--- src/rtl/clic_pkg.sv ---
// clic_pkg: shared types and default sizes for the CLIC interrupt dispatcher.
// The prio field of entry_t is sized from ClicPrioLevels; dispatcher instances
// keep PrioLevels at this default so entry_t and the port widths agree.
package clic_pkg;

    localparam int unsigned ClicVecSize    = 8;
    localparam int unsigned ClicPrioLevels = 8;
    localparam int unsigned ClicStackDepth = 8;
    localparam int unsigned ClicPrioWidth  = $clog2(ClicPrioLevels);

    typedef logic [ClicPrioWidth-1:0] prio_t;

    typedef struct packed {
        logic  pended;
        logic  enable;
        prio_t prio;
    } entry_t;

    typedef enum logic [1:0] {
        IDLE   = 2'd0,
        REQ    = 2'd1,
        SETTLE = 2'd2
    } state_t;

    // Running level used for eligibility: the larger of stack top and threshold.
    function automatic prio_t prio_max(input prio_t a, input prio_t b);
        return (a > b) ? a : b;
    endfunction

endpackage

--- src/rtl/clic_prio_tree.sv ---
// clic_prio_tree: combinational reduction over the vector table. An entry is
// eligible when pended, enabled and strictly above level_i; the result is the
// highest-priority eligible entry, lowest index winning ties.
module clic_prio_tree
    import clic_pkg::*;
#(
    parameter  int unsigned VecSize  = ClicVecSize,
    localparam int unsigned VecWidth = $clog2(VecSize)
) (
    input  entry_t [VecSize-1:0] entries_i,
    input  prio_t                level_i,
    output logic                 valid_o,
    output logic [VecWidth-1:0]  id_o,
    output prio_t                prio_o
);

    localparam int unsigned Leaves = 1 << VecWidth;
    localparam int unsigned Nodes  = 2 * Leaves - 1;

    logic                node_v  [Nodes];
    logic [VecWidth-1:0] node_id [Nodes];
    prio_t               node_p  [Nodes];

    // Heap-ordered tree: leaf k sits at Leaves-1+k; node n has children 2n+1
    // (lower indices) and 2n+2, so keeping the left child on equal priority
    // yields the lowest index on ties.
    always_comb begin
        int unsigned n;
        n = 0;
        for (int unsigned i = 0; i < Nodes; i++) begin
            node_v[i]  = 1'b0;
            node_id[i] = '0;
            node_p[i]  = '0;
        end
        for (int unsigned k = 0; k < VecSize; k++) begin
            node_v[Leaves-1+k]  = entries_i[k].pended & entries_i[k].enable &
                                  (entries_i[k].prio > level_i);
            node_id[Leaves-1+k] = VecWidth'(k);
            node_p[Leaves-1+k]  = entries_i[k].prio;
        end
        for (int unsigned j = 0; j + 1 < Leaves; j++) begin
            n = Leaves - 2 - j;
            if (node_v[2*n+2] && (!node_v[2*n+1] || (node_p[2*n+2] > node_p[2*n+1]))) begin
                node_v[n]  = 1'b1;
                node_id[n] = node_id[2*n+2];
                node_p[n]  = node_p[2*n+2];
            end else begin
                node_v[n]  = node_v[2*n+1];
                node_id[n] = node_id[2*n+1];
                node_p[n]  = node_p[2*n+1];
            end
        end
    end

    assign valid_o = node_v[0];
    assign id_o    = node_id[0];
    assign prio_o  = node_p[0];

endmodule

--- src/rtl/clic_dispatch.sv ---
// clic_dispatch: CLIC interrupt scheduler. Arbitrates the vector table against
// the running level and mintthresh, requests the winner from the core with a
// req/ack handshake, and keeps the priority-nesting stack behind stack_depth.
// Optional feature macro: CLIC_TAIL_CHAIN_EN (in IDLE, an mret cycle arbitrates
// against the post-pop level and requests on the very next cycle).
module clic_dispatch
    import clic_pkg::*;
#(
    parameter  int unsigned VecSize    = ClicVecSize,
    parameter  int unsigned PrioLevels = ClicPrioLevels,
    parameter  int unsigned StackDepth = ClicStackDepth,
    localparam int unsigned VecWidth   = $clog2(VecSize),
    localparam int unsigned PrioWidth  = $clog2(PrioLevels),
    localparam int unsigned DepthWidth = $clog2(StackDepth + 1)
) (
    input  logic                         clk,
    input  logic                         reset,
    input  logic [VecSize-1:0]           pended,
    input  logic [VecSize-1:0]           enable,
    input  logic [VecSize*PrioWidth-1:0] prio,
    input  logic [PrioWidth-1:0]         mintthresh,
    input  logic                         irq_ack,
    input  logic                         mret,
    output logic                         irq_req,
    output logic [VecWidth-1:0]          irq_id,
    output logic [PrioWidth-1:0]         irq_prio,
    output logic [VecSize-1:0]           clear_pend,
    output logic [PrioWidth-1:0]         cur_prio,
    output logic [DepthWidth-1:0]        stack_depth,
    output logic                         err
);

    localparam int unsigned           StkIdxW   = $clog2(StackDepth);
    localparam logic [DepthWidth-1:0] DepthFull = DepthWidth'(StackDepth);

    // Handshake / FSM state (all outputs registered)
    state_t              state_q;
    logic                irq_req_q;
    logic [VecWidth-1:0] irq_id_q;
    prio_t               irq_prio_q;
    logic [VecSize-1:0]  clear_pend_q;

    // Nesting stack
    prio_t                 stack_q [StackDepth];
    logic [DepthWidth-1:0] depth_q;
    logic [DepthWidth-1:0] depth_pop;
    logic [DepthWidth-1:0] depth_d;
    logic [StkIdxW-1:0]    rd_idx;
    logic [StkIdxW-1:0]    wr_idx;
    prio_t                 pop_top;
    prio_t                 cur_prio_q;
    prio_t                 cur_prio_d;
    logic                  do_pop;
    logic                  do_push;
    logic                  err_q;

    // Arbitration
    entry_t [VecSize-1:0] entries;
    prio_t                level_n;
    logic                 win_valid;
    logic [VecWidth-1:0]  win_id;
    prio_t                win_prio;
    logic                 win_valid_q;
    logic [VecWidth-1:0]  win_id_q;
    prio_t                win_prio_q;

    // Tail-chain bypass
    logic                 tail_take;
    logic [VecWidth-1:0]  tail_id;
    prio_t                tail_prio;

    // Unpack the flat port vectors into table entries.
    always_comb begin
        for (int unsigned k = 0; k < VecSize; k++) begin
            entries[k].pended = pended[k];
            entries[k].enable = enable[k];
            entries[k].prio   = prio[k*PrioWidth +: PrioWidth];
        end
    end

    // Stack next state: an mret pops first, then an accepted request pushes,
    // so a same-cycle mret+ack replaces the top without changing depth.
    always_comb begin
        do_pop     = mret & (depth_q != '0);
        do_push    = irq_ack & irq_req_q;
        depth_pop  = depth_q - DepthWidth'(do_pop);
        depth_d    = depth_pop + DepthWidth'(do_push);
        rd_idx     = StkIdxW'(depth_pop - DepthWidth'(1));
        wr_idx     = StkIdxW'(depth_pop);
        pop_top    = (depth_pop != '0) ? stack_q[rd_idx] : '0;
        cur_prio_d = do_push ? irq_prio_q : pop_top;
        level_n    = prio_max(cur_prio_d, mintthresh);
    end

    // Main arbiter runs against the level the stack takes on at the next edge,
    // so the registered winner is never stale after a push or pop.
    clic_prio_tree #(
        .VecSize (VecSize)
    ) u_tree (
        .entries_i (entries),
        .level_i   (level_n),
        .valid_o   (win_valid),
        .id_o      (win_id),
        .prio_o    (win_prio)
    );

`ifdef CLIC_TAIL_CHAIN_EN
    prio_t level_t;
    logic  tail_valid;

    assign level_t = prio_max(pop_top, mintthresh);

    clic_prio_tree #(
        .VecSize (VecSize)
    ) u_tail_tree (
        .entries_i (entries),
        .level_i   (level_t),
        .valid_o   (tail_valid),
        .id_o      (tail_id),
        .prio_o    (tail_prio)
    );

    assign tail_take = tail_valid & mret & (depth_pop < DepthFull);
`else
    assign tail_take = 1'b0;
    assign tail_id   = '0;
    assign tail_prio = '0;
`endif

    // Register the arbitration result (one cycle of arbitration latency).
    always_ff @(posedge clk) begin
        if (reset) begin
            win_valid_q <= 1'b0;
            win_id_q    <= '0;
            win_prio_q  <= '0;
        end else begin
            win_valid_q <= win_valid;
            win_id_q    <= win_id;
            win_prio_q  <= win_prio;
        end
    end

    // Request FSM with registered handshake outputs and clear pulse.
    always_ff @(posedge clk) begin
        if (reset) begin
            state_q      <= IDLE;
            irq_req_q    <= 1'b0;
            irq_id_q     <= '0;
            irq_prio_q   <= '0;
            clear_pend_q <= '0;
        end else begin
            clear_pend_q <= '0;
            unique case (state_q)
                IDLE: begin
                    if (tail_take) begin
                        state_q    <= REQ;
                        irq_req_q  <= 1'b1;
                        irq_id_q   <= tail_id;
                        irq_prio_q <= tail_prio;
                    end else if (win_valid_q && (depth_q < DepthFull)) begin
                        state_q    <= REQ;
                        irq_req_q  <= 1'b1;
                        irq_id_q   <= win_id_q;
                        irq_prio_q <= win_prio_q;
                    end
                end
                REQ: begin
                    if (irq_ack) begin
                        state_q      <= SETTLE;
                        irq_req_q    <= 1'b0;
                        clear_pend_q <= {{(VecSize-1){1'b0}}, 1'b1} << irq_id_q;
                    end
                end
                SETTLE: begin
                    state_q <= IDLE;
                end
                default: begin
                    state_q   <= IDLE;
                    irq_req_q <= 1'b0;
                end
            endcase
        end
    end

    // Stack depth, running level and sticky underflow error.
    always_ff @(posedge clk) begin
        if (reset) begin
            depth_q    <= '0;
            cur_prio_q <= '0;
            err_q      <= 1'b0;
        end else begin
            depth_q    <= depth_d;
            cur_prio_q <= cur_prio_d;
            if (mret && (depth_q == '0)) begin
                err_q <= 1'b1;
            end
        end
    end

    // Stack storage; only entries below depth_q are ever read.
    always_ff @(posedge clk) begin
        if (do_push && !reset) begin
            stack_q[wr_idx] <= irq_prio_q;
        end
    end

    assign irq_req     = irq_req_q;
    assign irq_id      = irq_id_q;
    assign irq_prio    = irq_prio_q;
    assign clear_pend  = clear_pend_q;
    assign cur_prio    = cur_prio_q;
    assign stack_depth = depth_q;
    assign err         = err_q;

endmodule

--- config.mk ---
export PLATFORM = sky130hd
export DESIGN_NAME = clic_dispatch
export DESIGN_NICKNAME = d
export VERILOG_FILES = /design/src/rtl/clic_pkg.sv /design/src/rtl/clic_prio_tree.sv /design/src/rtl/clic_dispatch.sv
export SDC_FILE = /design/constraint.sdc
export NUM_CORES = 1
export LEC_CHECK = 0
export ABC_AREA = 1
export CAP_MARGIN = 25
export CORE_MARGIN = 5
export CORE_UTILIZATION = 30
export CTS_CLUSTER_SIZE = 28
export DETAILED_ROUTE_END_ITERATION = 8
export PLACE_DENSITY = 0.61
export SYNTH_ARGS = -nofsm -noshare
export SYNTH_HDL_FRONTEND = slang
export SYNTH_SLANG_ARGS = --single-unit
--- constraint.sdc ---
create_clock -name clk -period 9.58 [get_ports clk]
set_clock_uncertainty 0.05 [all_clocks]
set_input_delay 1.916 -clock clk [delete_from_list [all_inputs] [get_ports clk]]
set_output_delay 1.916 -clock clk [all_outputs]
set_load 0.02 [all_outputs]
==> results.json, run 1 <==
{
  "rsz0062_at_grt": "false",
  "period_share": 0.899,
  "final_cells": 727,
  "fin_nets": 655,
  "rows": 40,
  "end_kind": "register",
  "synth-main-ff-cell": "dfxtp_1",
  "track_usage": 0.128,
  "grt_first_pass_wirelength_um": 15700,
  "routed_via_density": 4.73,
  "synth_seq_cells": 56,
  "fp.dieW_um": 122,
  "seq_area_frac_synth": 0.364,
  "r2r_slack_ns": 2.39,
  "yosys_warnings": 0,
  "critPathArrivalTime_ns": 8.80,
  "cts_tree": "built",
  "syn_area_um2": 3740,
  "status": "completed",
  "htreeDepth": 2,
  "overflow": 0,
  "dr_total_vias": 3438,
  "worst_pin_slew_ns": 0.656,
  "min_period_ns": 8.61,
  "worst_path_max_delay_cell": "clkdlybuf4s50_1",
  "synthTopCellsByArea": "edfxtp_1 19%, dfxtp_1 17%, ha_1 17%",
  "ys_types": 33,
  "io_buffers": 69,
  "cts_inserted_buffers": 5,
  "initial_utilization": 0.309,
  "globalplace.congestion": 0.854,
  "clk_latency_ns": 0.29,
  "hold_buffers": 0,
  "placed_cells": 719,
  "grt_max_degree": 21,
  "syn_inst": 486,
  "synth.most_common_cell": "nand2_1",
  "slew_violations": 0,
  "synthTopCellsByCount": "125 x nand2_1, 54 x inv_1, 50 x ha_1",
  "die_h_um": 122,
  "die_area_um2": 14800,
  "core_um2": 12100,
  "synth_edf_count": 24,
  "synth_area_leader_cell": "edfxtp_1",
  "io_pins": 70,
  "drt-wirelength-per-cell_um": 12.8,
  "clkSinkCount": 56,
  "clockBufferDepth": 2,
  "startpoint_type": "input port",
  "cp.required_ns": 9.77,
  "maxCapViolCount": 0,
  "hold_viol_final": 0,
  "yosysTopAreaCellShare": 0.193,
  "antenna_found_initial": 0,
  "syn_nets": 583,
  "min_path_type": "register to register",
  "crit_top_cell": "nand2_1",
  "routed_wl_um": 9280,
  "whs_ns": 0.415,
  "avgSynthCellArea_um2": 7.70,
  "worstPathMaxFanout": 12,
  "critPathMaxStageDelay_ns": 0.48,
  "root_buffer": "clkbuf_16",
  "drc": 0,
  "relSlewSlack": 0.562,
  "n_antenna_cell": 0,
  "postRouteAntennaNets": 0,
  "dr.pass1.iters": 6,
  "areaGrowthSynthToFinish_pct": 28.3,
  "drt_iter0_drc": 143,
  "drive_gt1_frac": 0.0626,
  "synthArstFlopShare": 0,
  "utilization": 0.396,
  "setup_tns_ns": 0,
  "path_clk_slew_ns": 0.08,
  "critPathKind": "input port to register",
  "grt_pass1_vias": 3540,
  "setup_viol": 0,
  "dp_hpwl_um": 7700,
  "fmax_mhz": 116
}
==> cell families (layout without fill, tap and decap cells) <==
family | count (synthesis) | in the layout | synth area share
AND/OR/NAND/NOR | 250 | 250 | 0.302
XOR/XNOR | 1 | 1 | 0.00234
flip-flops | 56 | 56 | 0.364
buffers and inverters | 61 | 134 | 0.0625
adder cells (fa/ha/maj) | 50 | 50 | 0.167
AO/OA/AOI/OAI | 67 | 67 | 0.0993
multiplexers | 1 | 1 | 0.00267
==> layer usage <==
metal	global-route usage	vias to the layer above	wire, um
met3	0.0204	16	373
met4	0.0308	0	149
met5	0	-	0
met1	0.157	1562	4180
met2	0.234	79	4580
li1	-	1781	-
==> what timing repair did <==
item,4_1_cts,5_1_grt
resized for setup,0,4
setup buffers,0,0
endpoints found under the setup margin,0,6
hold endpoints to repair,0,0
==> placed cells by master, fill, tap and decap left out, drive strengths merged <==
cell type and n:
nand2 141, clkdlybuf4s50 69, inv 58, ha 50
nor2 42, nand3 41, o21ai 33, dfxtp 32
edfxtp 24, a21oi 22, nor3 11, nand4 5
clkbuf 5, a211oi 4, nand3b 3, or2 3
o211ai 2, o221ai 2, nor4 2, a21o 2
and2 2, clkinv 2, mux2i 1, o22a 1
o22ai 1, xor2 1
==> final timing paths <==
| kind | start | endpoint | depth (start not counted) |
|---|---|---|---|
| setup reg to reg | stack_depth[1] | win_id_q[0] | 41 |
| setup / recovery | mret | win_id_q[0] | 42 |
| hold reg to reg | err | err | 2 |
| hold / removal | err | err | 2 |
==> layout make-up <==
class                   count  area, um^2
inverters                  57         214
clock buffers               5         125
clock inverters             3        33.8
fillers                  1297        7310
multi-input cells         369        2170
well taps                 168         210
repair buffers             69         691
flip-flops and latches     56        1360
==> sequential cells by signal, summed over array words and instances (netlist names) <==
name and cells:
stack_q 24, clear_pend 8, stack_depth 4, cur_prio 3, irq_id 3, irq_prio 3, win_id_q 3, win_prio_q 3
state_q 2, err 1, irq_req 1, win_valid_q 1
==> stage by stage <==
stage	area, um^2	setup WS (ns)
after global placement	4620	0.752
after floorplan	3740	2.19
after detailed placement	4620	0.518
after CTS	4780	0.806
after global routing	4800	0.0228
final	4800	0.971
==> critical path, delay by kind of cell <==
family	cells	cell delay (ns)
and+or+nand+nor	18	2.39
AOI/OAI and AO/OA	14	1.96
adders and majority gates	5	1.60
buffers and inverters	5	0.94
Power of run 1 is left out: the tool's default activity adds up to more than one toggle a clock period on the data nets, which glitch-free logic cannot reach.
==> run 2: changes to the inputs <==
--- a/config.mk
+++ b/config.mk
@@ -6,12 +6,13 @@
 export NUM_CORES = 1
 export LEC_CHECK = 0
 export ABC_AREA = 1
-export CAP_MARGIN = 25
+export CAP_MARGIN = 40
 export CORE_MARGIN = 5
 export CORE_UTILIZATION = 30
 export CTS_CLUSTER_SIZE = 28
 export DETAILED_ROUTE_END_ITERATION = 8
 export PLACE_DENSITY = 0.61
+export SLEW_MARGIN = 15
 export SYNTH_ARGS = -nofsm -noshare
 export SYNTH_HDL_FRONTEND = slang
 export SYNTH_SLANG_ARGS = --single-unit
==> results of run 2 <==
Same layout as run 1: the final DEF is identical, and so are final timing and power.
Power of run 2 is left out for the same reason.
==> run 3: changes to the inputs <==
--- a/config.mk
+++ b/config.mk
@@ -7,6 +7,7 @@
 export LEC_CHECK = 0
 export ABC_AREA = 1
 export CAP_MARGIN = 40
+export CORE_ASPECT_RATIO = 2
 export CORE_MARGIN = 5
 export CORE_UTILIZATION = 30
 export CTS_CLUSTER_SIZE = 28
==> run 3 against run 2 <==
Against the previous run:
- routed wire length increased by 12%
- die area increased by 0.92%
- final cell count decreased by 2.9%
- clock-buffer cell count increased by 1
- worst setup slack got worse by 0.40 ns
- worst hold slack got worse by 0.0055 ns
- critical endpoint unchanged
- highest routed layer unchanged
==> results.json, run 3 (synthesized netlist as in run 1, its figures left out) <==
{
  "status": "completed",
  "grt_first_pass_wirelength_um": 16800,
  "dr.pass1.iters": 4,
  "place_ws_ns": 0.201,
  "relSlewSlack": 0.619,
  "critical-path-top-delay-family": "compound AO/OA/AOI/OAI gates",
  "setup_tns_ns": 0,
  "layout_commonest_cell": "nand2_1",
  "path_clk_slew_ns": 0.07,
  "routed_via_density": 4.95,
  "hold_buffers": 0,
  "drive_gt1_frac": 0.0608,
  "rows": 57,
  "min_path_type": "register to register",
  "antenna_found_initial": 0,
  "critPathArrivalTime_ns": 9.19,
  "critPathMaxStageDelay_ns": 0.47,
  "end_kind": "register",
  "fp.dieW_um": 89.0,
  "globalplace.congestion": 0.958,
  "clk_latency_ns": 0.29,
  "fin_ws_ns": 0.576,
  "slew_violations": 0,
  "clockBufferDepth": 2,
  "drc": 0,
  "maxCapViolCount": 0,
  "die_h_um": 168,
  "startpoint_type": "input port",
  "n_antenna_cell": 0,
  "critPathKind": "input port to register",
  "fmax_mhz": 111,
  "areaGrowthSynthToFinish_pct": 27.5,
  "min_period_ns": 9.00,
  "worst_path_max_delay_cell": "clkdlybuf4s50_1",
  "crit_top_cell": "nand2_1",
  "largest_reg_flops": 24,
  "initial_utilization": 0.307,
  "grt_pass1_vias": 3586,
  "htreeDepth": 2,
  "dr_total_vias": 3495,
  "routed_wl_um": 10400,
  "cts_inserted_buffers": 5,
  "grt_max_degree": 18,
  "clkSinkCount": 56,
  "cts_tree": "built",
  "critPathBufInv": 5,
  "period_share": 0.940,
  "hold_viol_final": 0,
  "dp_hpwl_um": 8770,
  "postRouteAntennaNets": 0,
  "worstPathMaxFanout": 12,
  "core_um2": 12200,
  "fin_nets": 655,
  "worst_pin_slew_ns": 0.569,
  "drt_iter0_drc": 108,
  "io_pins": 70,
  "nFillCells": 1267,
  "setup_viol": 0,
  "track_usage": 0.144,
  "overflow": 0,
  "io_buffers": 69,
  "die_area_um2": 14900,
  "root_buffer": "clkbuf_16",
  "regMostFlops": "stack_q",
  "final_cell_mix": "123 x nand2_1, 69 x clkdlybuf4s50_1, 54 x inv_1",
  "rsz0062_at_grt": "false",
  "drt-wirelength-per-cell_um": 14.7,
  "cp.required_ns": 9.77
}
[run 3: cell types whose count changed in the layout (fill, tap and decap cells not counted), sizes merged]
cell	previous run	this run
clkbuf	5	6
bufinv	0	1
clkinv	2	0
[run 3: final cells by class]
cell class	instances	area, um^2	area share
clock inverters	2	38.8	0.00813
repair buffers	69	691	0.145
multi-input cells	369	2160	0.452
well taps	147	184	0.0385
flip-flops and latches	56	1360	0.285
clock buffers	6	129	0.0270
inverters	57	214	0.0448
[run 3: repair_timing]
item                                    in CTS  in global routing
endpoints found under the hold margin        0                  0
gates resized for setup                      0                  3
buffers inserted                             0                  0
endpoints found under the setup margin       0                  5
[run 3: worst reg2reg max path, delay by kind of cell, from the launching register on]
family	cells	cell delay (ns)
AOI/OAI and AO/OA	14	2.67
and+or+nand+nor	17	2.50
adders and majority gates	5	1.67
buffers and inverters	3	0.41
DFF	1	0.36
[run 3: final timing paths]
check,from,end,slack [ns],depth (start not counted)
setup reg to reg,stack_depth[1],win_id_q[0],1.90,39
hold / removal,state_q[0],irq_req,0.41,1
setup / recovery,mret,win_id_q[0],0.58,39
hold reg to reg,state_q[0],irq_req,0.41,1
[run 3: metrics by stage]
stage	instance area, um^2	util	std cells	hold slack [ns]
3_5_place_dp	4600	0.377	698	0.401
5_1_grt	4770	0.391	706	0.433
4_1_cts	4770	0.391	706	0.411
6_report	4770	0.391	706	0.409
2_1_floorplan	3740	-	486	0.379
3_3_place_gp	4600	0.377	698	0.390
[run 3: per-layer routing]
metal  track usage  routed length [um]
met4        0.0784                 505
met1         0.130                3440
met3        0.0166                 349
met5             0                   0
met2         0.288                6110
Power of run 3 is left out for the same reason.
==> RTL change 1, RTL diff (flow settings as in run 1) <==
Encoding of `state_t`: now one-hot (3 bits for 3 states).
--- a/src/rtl/clic_pkg.sv
+++ b/src/rtl/clic_pkg.sv
@@ -16,10 +16,10 @@
         prio_t prio;
     } entry_t;
 
-    typedef enum logic [1:0] {
-        IDLE   = 2'd0,
-        REQ    = 2'd1,
-        SETTLE = 2'd2
+    typedef enum logic [2:0] {
+        IDLE   = 3'b001,
+        REQ    = 3'b010,
+        SETTLE = 3'b100
     } state_t;
 
     // Running level used for eligibility: the larger of stack top and threshold.
Function: no difference found for any inputs over 10 cycles, from zero or initial values and one cycle with reset high; not proved beyond that.
==> RTL change 1 against run 1 <==
  * Routed wire length grew 2.2%
  * First-iteration DRC count is 4.9% higher
  * Sequential cell count is 1 higher
  * Setup slack better by 0.20 ns
  * Cell count is 2.9% higher
  * Cell area increased by 5.0%
  * Die area rose by 2.5%
  * Synthesized area grew 2.7%
Power is not shown: default switching activity piles up to over one toggle a cycle in this logic, so the estimate is an artifact.
==> RTL change 1: results (changes against run 1) <==
cp_top_family: "compound AO/OA/AOI/OAI gates"  # was simple AND/OR/NAND/NOR gates
critical_path.slowest_cell: "o21ai_1"  # was clkdlybuf4s50_1
cpPeakStageDelay_ns: 0.59  # was 0.48 ns
clk_latency_ns: 0.32  # was 0.29 ns
wl_met2_mm: 4.64  # was 4.58 mm
r2r_start: "stack_depth[1]"  # unchanged
rrSetupSlack_ns: 2.51  # was 2.39 ns
htreeDepth: 3  # was 2
status: "completed"  # unchanged
grt_pass1_vias: 3397  # was 3540
grt_max_degree: 16  # was 21
dpl.hpwl_mm: 7.82  # was 7.70 mm
synth_area_leaders: "edfxtp_1, dfxtp_1, ha_1"  # unchanged
grt_usage: 0.127  # was 0.128
nets: 668  # was 655
clock-root-buffer: "clkbuf_16"  # unchanged
wl_met3_um: 470  # was 373 um
numCtsBuffers: 9  # was 5
yosysSeqAreaShare: 0.359  # was 0.364
post-place-ws_ns: 0.855  # was 0.518 ns
async_reset_ff_frac: 0  # unchanged
worstSetupEndpoint: "win_prio_q[0]"  # was win_id_q[0]
synth_warnings: 0  # unchanged
portBuffers: 69  # unchanged
gp_congestion: 0.914  # was 0.854
nFillCells: 1264  # was 1297
syn_nets: 593  # was 583
via_per_inst: 4.68  # was 4.73
synth_top_flop_cell: "dfxtp_1"  # unchanged
r2r_cells: 43  # was 41
largest_register_ffs: 24  # unchanged
period_share: 0.878  # was 0.899
grt_pass1_wl_mm: 15.6  # was 15.7 mm
max-slew-margin-rel: 0.505  # was 0.562
clock_path_buffers: 2  # unchanged
cts.clk_slew.worst_paths_ns: 0.05  # was 0.08 ns
wl_mm: 9.49  # was 9.28 mm
ys_top_cells_by_count: "nand2_1, inv_1, ha_1"  # unchanged
post_cts_buffers: 0  # unchanged
arrival_ns: 8.63  # was 8.80 ns
highest_layer: "met4"  # unchanged
cp-startpoint: "mret"  # unchanged
critPathMaxFanout: 15  # was 12
m1WireLength_mm: 4.19  # was 4.18 mm
n_antenna_cell: 0  # unchanged
synth_cell_types: 35  # was 33
regMostFlops: "stack_q"  # unchanged
drive_gt1_frac: 0.106  # was 0.0626
drt_iter0_markers: 150  # was 143
drtPass1Iterations: 4  # was 6
[RTL change 1: how the worst min path moves through the flow]
| stage | end | cells after the start | slack [ns] | startpoint |
|---|---|---|---|---|
| after global placement | err | 2 | 0.40 | err |
| after detailed placement | err | 2 | 0.41 | err |
| after floorplan | irq_prio[0] | 2 | 0.40 | win_prio_q[0] |
| after CTS | err | 2 | 0.41 | err |
| final | err | 2 | 0.40 | err |
| after global routing | err | 2 | 0.43 | err |
[RTL change 1: layout make-up]
class,instances,area share
clock buffer,11,0.0546
clock inverter,5,0.00770
inverter,61,0.0454
multi-input combinational,373,0.438
sequential,57,0.274
tap,172,0.0427
timing repair buffer,69,0.137
[RTL change 1: logic make-up after synthesis]
logic type / share of synthesized area
AND/OR/NAND/NOR: 0.296
XOR/XNOR: 0.00228
flip-flops: 0.359
AO/OA/AOI/OAI: 0.114
buffers and inverters: 0.0658
adder cells (fa/ha/maj): 0.163
[RTL change 1: tightest hold or removal path: stages, from the launching register on]
cell	delay, ns
dfxtp_1	0.30
inv_1	0.05
a21oi_1	0.05
[RTL change 1: layer usage]
metal | vias to the layer above | global-route usage
li1 | 1822 | -
met1 | 1574 | 0.156
met2 | 87 | 0.222
met3 | 15 | 0.0242
met4 | 0 | 0.0443
met5 | - | 0
[RTL change 1: metrics by stage]
| step | cell area [um2] | std cells | hold WS [ns] | util |
|---|---|---|---|---|
| 2_1_floorplan | 3840 | 496 | 0.404 | - |
| 3_3_place_gp | 4730 | 732 | 0.399 | 0.376 |
| 3_5_place_dp | 4730 | 732 | 0.406 | 0.376 |
| 4_1_cts | 5040 | 748 | 0.413 | 0.401 |
| 5_1_grt | 5040 | 748 | 0.430 | 0.401 |
| 6_report | 5040 | 748 | 0.404 | 0.401 |
==> RTL change 2, RTL diff (settings of run 1) <==
Made on the original files. Set the package constant `ClicPrioLevels` to 16 (it was 8).
--- a/src/rtl/clic_pkg.sv
+++ b/src/rtl/clic_pkg.sv
@@ -4,7 +4,7 @@
 package clic_pkg;
 
     localparam int unsigned ClicVecSize    = 8;
-    localparam int unsigned ClicPrioLevels = 8;
+    localparam int unsigned ClicPrioLevels = 16;
     localparam int unsigned ClicStackDepth = 8;
     localparam int unsigned ClicPrioWidth  = $clog2(ClicPrioLevels);
 
Interface: changed (resized cur_prio, irq_prio, mintthresh and prio); port bits go from 70 to 81. The function was not compared with the original's and may differ.
==> RTL change 2 against run 1 <==
  * Sequential cell count grew 11
  * Register-to-register slack got worse by 0.21 ns
  * Highest routed layer unchanged
  * Synthesized area rose by 31%
  * Setup slack got worse by 0.077 ns
  * Routed wire length rose by 36%
  * Cell area up 30%
  * Count of clock-buffer cells in the layout grew 5
  * First-iteration DRC count grew 88%
Power is left out: the tool's default activity adds up to more than one toggle a clock period on the data nets, which glitch-free logic cannot reach.
==> RTL change 2: results (changes against run 1) <==
status: "completed"  # unchanged
ys_top_cells_by_count: "nand2_1, inv_1, nand3_1"  # was nand2_1, inv_1, ha_1
synth_area_leaders: "edfxtp_1, nand2_1, dfxtp_1"  # was edfxtp_1, dfxtp_1, ha_1
grt_pass1_wl_mm: 20.4  # was 15.7 mm
max-slew-margin-rel: 0.498  # was 0.562
vias: 4433  # was 3438
cpPeakStageDelay_ns: 0.58  # was 0.48 ns
use_met3: 0.0243  # was 0.0204
gp_congestion: 0.845  # was 0.854
numCtsBuffers: 9  # was 5
drt_iter0_markers: 269  # was 143
rrSetupSlack_ns: 2.18  # was 2.39 ns
synth-compound-area-share: 0.100  # was 0.0993
dpl_cell_area_um2: 5960  # was 4620 um2
grt_usage: 0.136  # was 0.128
arrival_ns: 8.91  # was 8.80 ns
synthMuxAreaShare: 0  # was 0.00267
cts.clk_slew.worst_paths_ns: 0.06  # was 0.08 ns
wl_met3_um: 542  # was 373 um
wl_per_cell_um: 12.9  # was 12.8 um
synth_fa_ha_area_frac: 0.130  # was 0.167
post-place-ws_ns: 0.609  # was 0.518 ns
place_inst: 963  # was 719
yosysSeqAreaShare: 0.338  # was 0.364
m1WireLength_mm: 6.09  # was 4.18 mm
clk_latency_ns: 0.33  # was 0.29 ns
portBuffers: 80  # was 69
largest_register_ffs: 32  # was 24
hold_slack_ns: 0.397  # was 0.415 ns
grt_pass1_vias: 4213  # was 3540
==> RTL change 2: cell count changes in the layout (fill, tap and decap cells not counted), sizes merged, moves of 3 or more <==
cell,run 1,this run
a211oi,4,0
a32o,0,4
clkbuf,5,10
clkdlybuf4s50,69,80
dfxtp,32,35
edfxtp,24,32
inv,58,103
nand2,141,207
nand3,41,79
nor2,42,54
o21bai,0,7
o22ai,1,4
==> RTL change 2: final cells by class <==
cell class | count | area (um2)
Sequential cell | 67 | 1660
Clock inverter | 6 | 45.0
Fill cell | 1732 | 9750
Timing Repair Buffer | 82 | 816
Inverter | 101 | 379
Clock buffer | 10 | 250
Multi-Input combinational cell | 497 | 2830
Tap cell | 216 | 270
==> RTL change 2: logic make-up (layout without fill, tap and decap cells) <==
family | count (synthesis) | in the layout
buffers and inverters | 108 | 199
adders and majority gates | 51 | 51
AOI/OAI and AO/OA | 77 | 77
and+or+nand+nor | 368 | 368
xor gates and xnor gates | 1 | 1
DFF | 67 | 67
